## src/rtl/waveform_sequencer.sv

```systemverilog
// -----------------------------------------------------------------------------
// waveform_sequencer
//
// Plays back a four-entry segment table. Each entry holds a waveform select
// (sel) and a duration counted in wave_en ticks. The prescaler produces one
// wave_en tick every div+1 cycles while running. A zero duration marks the
// end of the sequence.
//
// Optional feature: define WAVEFORM_SEQ_LOOP_EN to make the sequence restart
// from entry 0 at its end. In that mode done pulses alongside busy=1.
//
// Ports:
//   clk      in   clock, rising edge
//   rst      in   synchronous active-high reset (also clears the table)
//   cfg_we   in   segment table write strobe
//   cfg_addr in   [1:0] table index to write
//   cfg_sel  in   [1:0] waveform select to store
//   cfg_dur  in   [DUR_W-1:0] duration to store (0 = end of sequence)
//   div      in   [DIV_W-1:0] prescale value, tick period div+1 cycles
//   start    in   level-sampled start request (honoured in IDLE only)
//   stop     in   abort request
//   sel      out  [1:0] waveform select of the active segment
//   wave_en  out  step enable to the waveform generator
//   seg_idx  out  [1:0] index of the active segment
//   busy     out  high while running
//   done     out  one-cycle end-of-sequence pulse
// -----------------------------------------------------------------------------
module waveform_sequencer #(
    parameter int DUR_W = 16,
    parameter int DIV_W = 8
) (
    input  logic             clk,
    input  logic             rst,
    input  logic             cfg_we,
    input  logic [1:0]       cfg_addr,
    input  logic [1:0]       cfg_sel,
    input  logic [DUR_W-1:0] cfg_dur,
    input  logic [DIV_W-1:0] div,
    input  logic             start,
    input  logic             stop,
    output logic [1:0]       sel,
    output logic             wave_en,
    output logic [1:0]       seg_idx,
    output logic             busy,
    output logic             done
);

    typedef enum logic [1:0] {
        ST_IDLE = 2'd0,
        ST_RUN  = 2'd1,
        ST_DONE = 2'd2
    } state_t;

    state_t           state_r, state_s;
    logic [1:0]       tbl_sel_r [0:3];
    logic [DUR_W-1:0] tbl_dur_r [0:3];
    logic [DIV_W-1:0] presc_r, presc_s;
    logic [DUR_W-1:0] rem_r, rem_s;
    logic [1:0]       sel_r, sel_s;
    logic [1:0]       idx_r, idx_s;
    logic             busy_r;
    logic             done_r, done_s;
    logic             tick_s;
    logic             seg_end_s;
    logic             last_seg_s;
    logic [1:0]       nidx_s;

    // Tick decode: compares against the live div so a div change applies
    // from the very next comparison.
    assign tick_s     = (state_r == ST_RUN) && (presc_r == div);
    assign seg_end_s  = tick_s && (rem_r == DUR_W'(1));
    assign nidx_s     = idx_r + 2'd1;
    assign last_seg_s = (idx_r == 2'd3) || (tbl_dur_r[nidx_s] == '0);

    // Segment table storage; writes are accepted in every state.
    always_ff @(posedge clk) begin
        if (rst) begin
            for (int i = 0; i < 4; i++) begin
                tbl_sel_r[i] <= 2'b00;
                tbl_dur_r[i] <= '0;
            end
        end else begin
            if (cfg_we) begin
                tbl_sel_r[cfg_addr] <= cfg_sel;
                tbl_dur_r[cfg_addr] <= cfg_dur;
            end else begin
                tbl_sel_r[cfg_addr] <= tbl_sel_r[cfg_addr];
                tbl_dur_r[cfg_addr] <= tbl_dur_r[cfg_addr];
            end
        end
    end

    // Next-state, prescaler, segment bookkeeping and done pulse.
    always_comb begin
        state_s = state_r;
        presc_s = presc_r;
        rem_s   = rem_r;
        sel_s   = sel_r;
        idx_s   = idx_r;
        done_s  = 1'b0;
        case (state_r)
            ST_IDLE: begin
                if (start && !stop) begin
                    if (tbl_dur_r[0] == '0) begin
                        state_s = ST_DONE;
                        done_s  = 1'b1;
                    end else begin
                        state_s = ST_RUN;
                        sel_s   = tbl_sel_r[0];
                        idx_s   = 2'd0;
                        rem_s   = tbl_dur_r[0];
                        presc_s = '0;
                    end
                end else begin
                    state_s = ST_IDLE;
                end
            end
            ST_RUN: begin
                if (stop) begin
                    // Abort: sel and seg_idx keep their last values.
                    state_s = ST_IDLE;
                    presc_s = '0;
                end else begin
                    // A prescaler above a freshly lowered div wraps silently.
                    if (presc_r >= div) begin
                        presc_s = '0;
                    end else begin
                        presc_s = presc_r + DIV_W'(1);
                    end
                    if (tick_s) begin
                        rem_s = rem_r - DUR_W'(1);
                    end else begin
                        rem_s = rem_r;
                    end
                    if (seg_end_s) begin
                        if (!last_seg_s) begin
                            // Next segment loads on the same edge, no gap.
                            sel_s = tbl_sel_r[nidx_s];
                            idx_s = nidx_s;
                            rem_s = tbl_dur_r[nidx_s];
                        end else begin
`ifdef WAVEFORM_SEQ_LOOP_EN
                            done_s = 1'b1;
                            if (tbl_dur_r[0] == '0) begin
                                state_s = ST_DONE;
                            end else begin
                                sel_s = tbl_sel_r[0];
                                idx_s = 2'd0;
                                rem_s = tbl_dur_r[0];
                            end
`else
                            state_s = ST_DONE;
                            done_s  = 1'b1;
`endif
                        end
                    end else begin
                        state_s = ST_RUN;
                    end
                end
            end
            ST_DONE: begin
                state_s = ST_IDLE;
            end
            default: begin
                state_s = ST_IDLE;
                presc_s = '0;
            end
        endcase
    end

    // State and output registers.
    always_ff @(posedge clk) begin
        if (rst) begin
            state_r <= ST_IDLE;
            presc_r <= '0;
            rem_r   <= '0;
            sel_r   <= 2'b00;
            idx_r   <= 2'd0;
            busy_r  <= 1'b0;
            done_r  <= 1'b0;
        end else begin
            state_r <= state_s;
            presc_r <= presc_s;
            rem_r   <= rem_s;
            sel_r   <= sel_s;
            idx_r   <= idx_s;
            busy_r  <= (state_s == ST_RUN);
            done_r  <= done_s;
        end
    end

    assign sel     = sel_r;
    assign seg_idx = idx_r;
    assign busy    = busy_r;
    assign done    = done_r;
    assign wave_en = tick_s;

endmodule

```

## config.mk

```make
export PLATFORM = sky130hd
export DESIGN_NAME = waveform_sequencer
export DESIGN_NICKNAME = d
export VERILOG_FILES = /design/src/rtl/waveform_sequencer.sv
export SDC_FILE = /design/constraint.sdc
export NUM_CORES = 1
export LEC_CHECK = 0
export CAP_MARGIN = 20
export CELL_PAD_IN_SITES_DETAIL_PLACEMENT = 2
export CELL_PAD_IN_SITES_GLOBAL_PLACEMENT = 2
export CORE_MARGIN = 5
export CORE_UTILIZATION = 29
export CTS_CLUSTER_DIAMETER = 100
export CTS_CLUSTER_SIZE = 25
export DETAILED_ROUTE_END_ITERATION = 8
export PLACE_DENSITY_LB_ADDON = 0.1
export SETUP_SLACK_MARGIN = 0.2
export SYNTH_ARGS = -nofsm -noshare
export SYNTH_HDL_FRONTEND = slang
export SYNTH_SLANG_ARGS = --single-unit
```

## constraint.sdc

```tcl
create_clock -name clk -period 3.6 [get_ports clk]
set_clock_uncertainty 0.2 [all_clocks]
set_input_delay 0.72 -clock clk [delete_from_list [all_inputs] [get_ports clk]]
set_output_delay 0.72 -clock clk [all_outputs]
set_load 0.01 [all_outputs]
```

==> summary.txt <==
Critical path
  • Critical path depth: 7
  • Crit path cell chain: clkdlybuf4s50_1, inv_1, ha_1, nand4_1, buf_4, nor4_4, clkbuf_2
  • Crit path largest cell delay: 460 ps
  • Worst r2r src: seg_idx[0]
  • Req. time, crit path: 2680 ps
  • Crit Path Category: in -> out
  • Crit path DAT: 2360 ps
  • Worst Reg2Reg Path Length in Cells: 10
  • Top delay family on crit path: buffers and inverters
  • Flop2flop setup slack: 410 ps
  • FF-to-FF End: rem_r[8]
  • Worst setup EP type: output pin
  • Worst Path Buf+Inv: 4
  • Startpoint types: input pin
  • Worst path slowest cell: clkdlybuf4s50_1
  • Crit-path max FO: 3

STA
  • Setup-failing EPs final: 0
  • Period Utilization, post-route: 91.1%
  • RSZ-0062 raised after global routing: false
  • Min setup slack post-route: 321 ps
  • Worst slew margin: 60.8%
  • Final Hold Viols: 0
  • Fin crit period: 3280 ps
  • Max Fclk: 0.305 GHz
  • Tightest Pin Transition: 588 ps
  • Min Hold Slack: 292 ps
  • Final slew viol count: 0

Power
  • Pwr per Cell Area: 412 nW/µm²
  • Leak: 2.31 nW
  • Peak VDD IR: 228 µV
  • Total power: 2.68 mW

Yosys
  • Async SR Flop Fraction: 0%
  • Commonest cells in the netlist: 74 x and2_1, 72 x edfxtp_1, 32 x dfxtp_1
  • Synth Instances: 470
  • Post-synth EDFFs: 72
  • Ranking of synthesized cells by area: edfxtp_1 40%, dfxtp_1 12%, and2_1 8.6%
  • Post-synth cell types: 60
  • Syn Area/Cell: 11.5 µm²
  • Ys Warns: 0
  • Mapped Nets: 515
  • #FFs+latches synth: 104
  • Mapped Area: 5410 µm²
  • Most numerous cell in the Yosys netlist: and2_1
  • Post-synth top area cell: edfxtp_1
  • Post-synthesis sequential area ratio: 51.8%
  • Yosys top cell area share: 39.9%
  • Post-synth top flop: edfxtp_1

Layout
  • Nets: 570
  • Layout cells sized above 1: 14.8%
  • Area Overhead vs Synth: 20.1%
  • Diodes inserted: 0

Clock tree
  • CTS tree: yes
  • Clock Tree Root: clkbuf_16
  • Num CTS Buffers: 9
  • # H-tree levels: 3
  • Max Root-Sink Buffers: 2
  • Clk_lat worst skew: 350 ps
  • Hold-fix buffers, CTS: 0
  • Clock sink count: 104
  • Clk pin slew, worst setup/hold paths: 70 ps

Routing
  • First-pass DRT Iterations: 4
  • Drt total wl: 15.9 mm
  • DRT iter0 DRCs: 122
  • Vias per inst: 5.13
  • Vias: 3,908
  • DRC viols: 0
  • Per-cell routed wire length: 20.9 µm
  • Post-DRT Antenna Nets: 0

Global routing
  • Initial antenna violation count: 0
  • First-pass GRT wire length: 25.2 mm
  • Largest net degree at the start of global routing: 38
  • Global-route congestion overflow total: 0
  • All-layer global routing usage: 15.1%
  • Number of global-route vias before repair: 4,409

Hold path
  • Min-Delay Path Class: reg -> reg
  • Min-delay src: presc_r[7]
  • Min-Delay Endpoint: presc_r[7]
  • WHS Path Cells: 1

Floorplan
  • Initial Util: 29.2%
  • Row count: 50
  • Die outline width: 147 µm
  • Die Ht: 147 µm
  • Core area: 18,500 µm²
  • Full die area: 21,500 µm²
  • Ports: 40

Placement
  • Post-DP HPWL: 11.5 mm
  • Setup slack at placement: -42.1 ps
  • RePlAce Congestion: 0.737
  • PortBufs: 39

Job
  • MaxCap Viol Count: 0

Status
  • Status: finished, final reports clean
==> worst reg2reg max path: stages, from the launching register on <==
cell and delay [ps]:
dfxtp_1 340, ha_1 420, buf_12 180, mux4_2 370, nor4_1 360, and4_4 340, nor3_2 60, buf_4 180
nor2_4 210, a21oi_1 120, a2111oi_2 320
==> worst max-delay path by stage <==
stage,from,end
floorplan,div[7],rem_r[5]
global placement,div[6],wave_en
detailed placement,div[6],wave_en
CTS,div[6],rem_r[9]
global route,div[6],rem_r[5]
finish,div[6],wave_en
==> per-layer routing <==
metal	wire length [µm]	global-route usage, %
met1	7180	19.0
met2	8120	26.9
met3	418	2.17
met4	225	4.33
met5	0	0
==> what timing repair did <==
action / 4_1_cts / 5_1_grt
endpoints found under the setup margin: 1 / 17
gates resized for setup: 1 / 4
pin swaps: 0 / 3
buffers inserted: 1 / 2
gates cloned: 0 / 1
==> state kept, by name, summed over array words and instances (netlist names) <==
signal,cells
busy,1
state_r,2
tbl_dur_r,64
sel,2
rem_r,16
presc_r,8
seg_idx,2
done,1
tbl_sel_r,8
==> report_power, final <==
group | total, mW | internal, mW | switching [mW]
Clock | 0.995 | 0.534 | 0.460
Sequential | 1.40 | 1.36 | 0.0459
Combinational | 0.283 | 0.124 | 0.159
Total | 2.68 | 2.01 | 0.665
==> through the flow <==
stage | instance area, µm² | util, % | setup TNS (ps) | cells
6_report | 6500 | 35.1 | 0 | 762
5_1_grt | 6500 | 35.1 | 0 | 762
4_1_cts | 6470 | 34.9 | 0 | 759
3_5_place_dp | 6180 | 33.4 | -71.3 | 744
3_3_place_gp | 6180 | 33.4 | -32.4 | 744
2_1_floorplan | 5410 | - | 0 | 470
==> cells in the final DEF (no fill, tap or decap), types with 4 or more instances in the layout <==
cell and count:
a21oi_1 26, a221o_1 6, a22o_1 4, a22oi_1 4, a311oi_1 6, a31oi_1 8
and2_1 74, buf_4 27, clkbuf_16 9, clkdlybuf4s50_1 38, dfxtp_1 32, edfxtp_1 72
ha_1 12, inv_1 11, mux2i_1 6, mux4_2 16, nand2_1 24, nand2b_1 8
nand3_1 8, nand4_1 4, nor2_1 28, nor3_1 15, nor3b_1 4, nor4_1 11
o21a_1 4, o21ai_0 6, o21ai_1 5, xor2_1 6
==> layout make-up <==
cell class | instances | area, µm²
fill | 1974 | 12000
sequential | 104 | 2800
multi-input combinational | 331 | 2450
timing repair buffer | 68 | 628
tap | 234 | 293
clock buffer | 9 | 225
clock inverter | 5 | 56.3
inverter | 11 | 41.3
==> kinds of logic (layout without fill, tap and decap cells) <==
family | after synthesis | count (layout) | synth area share, %
AOI/OAI and AO/OA | 86 | 86 | 11.3
xor gates and xnor gates | 7 | 7 | 1.13
buffers and inverters | 36 | 93 | 3.26
DFF | 104 | 104 | 51.8
adders and majority gates | 12 | 12 | 2.77
and+or+nand+nor | 203 | 204 | 22.0
muxes | 22 | 22 | 7.77
Note: power is estimated with default switching activity, not from simulation.
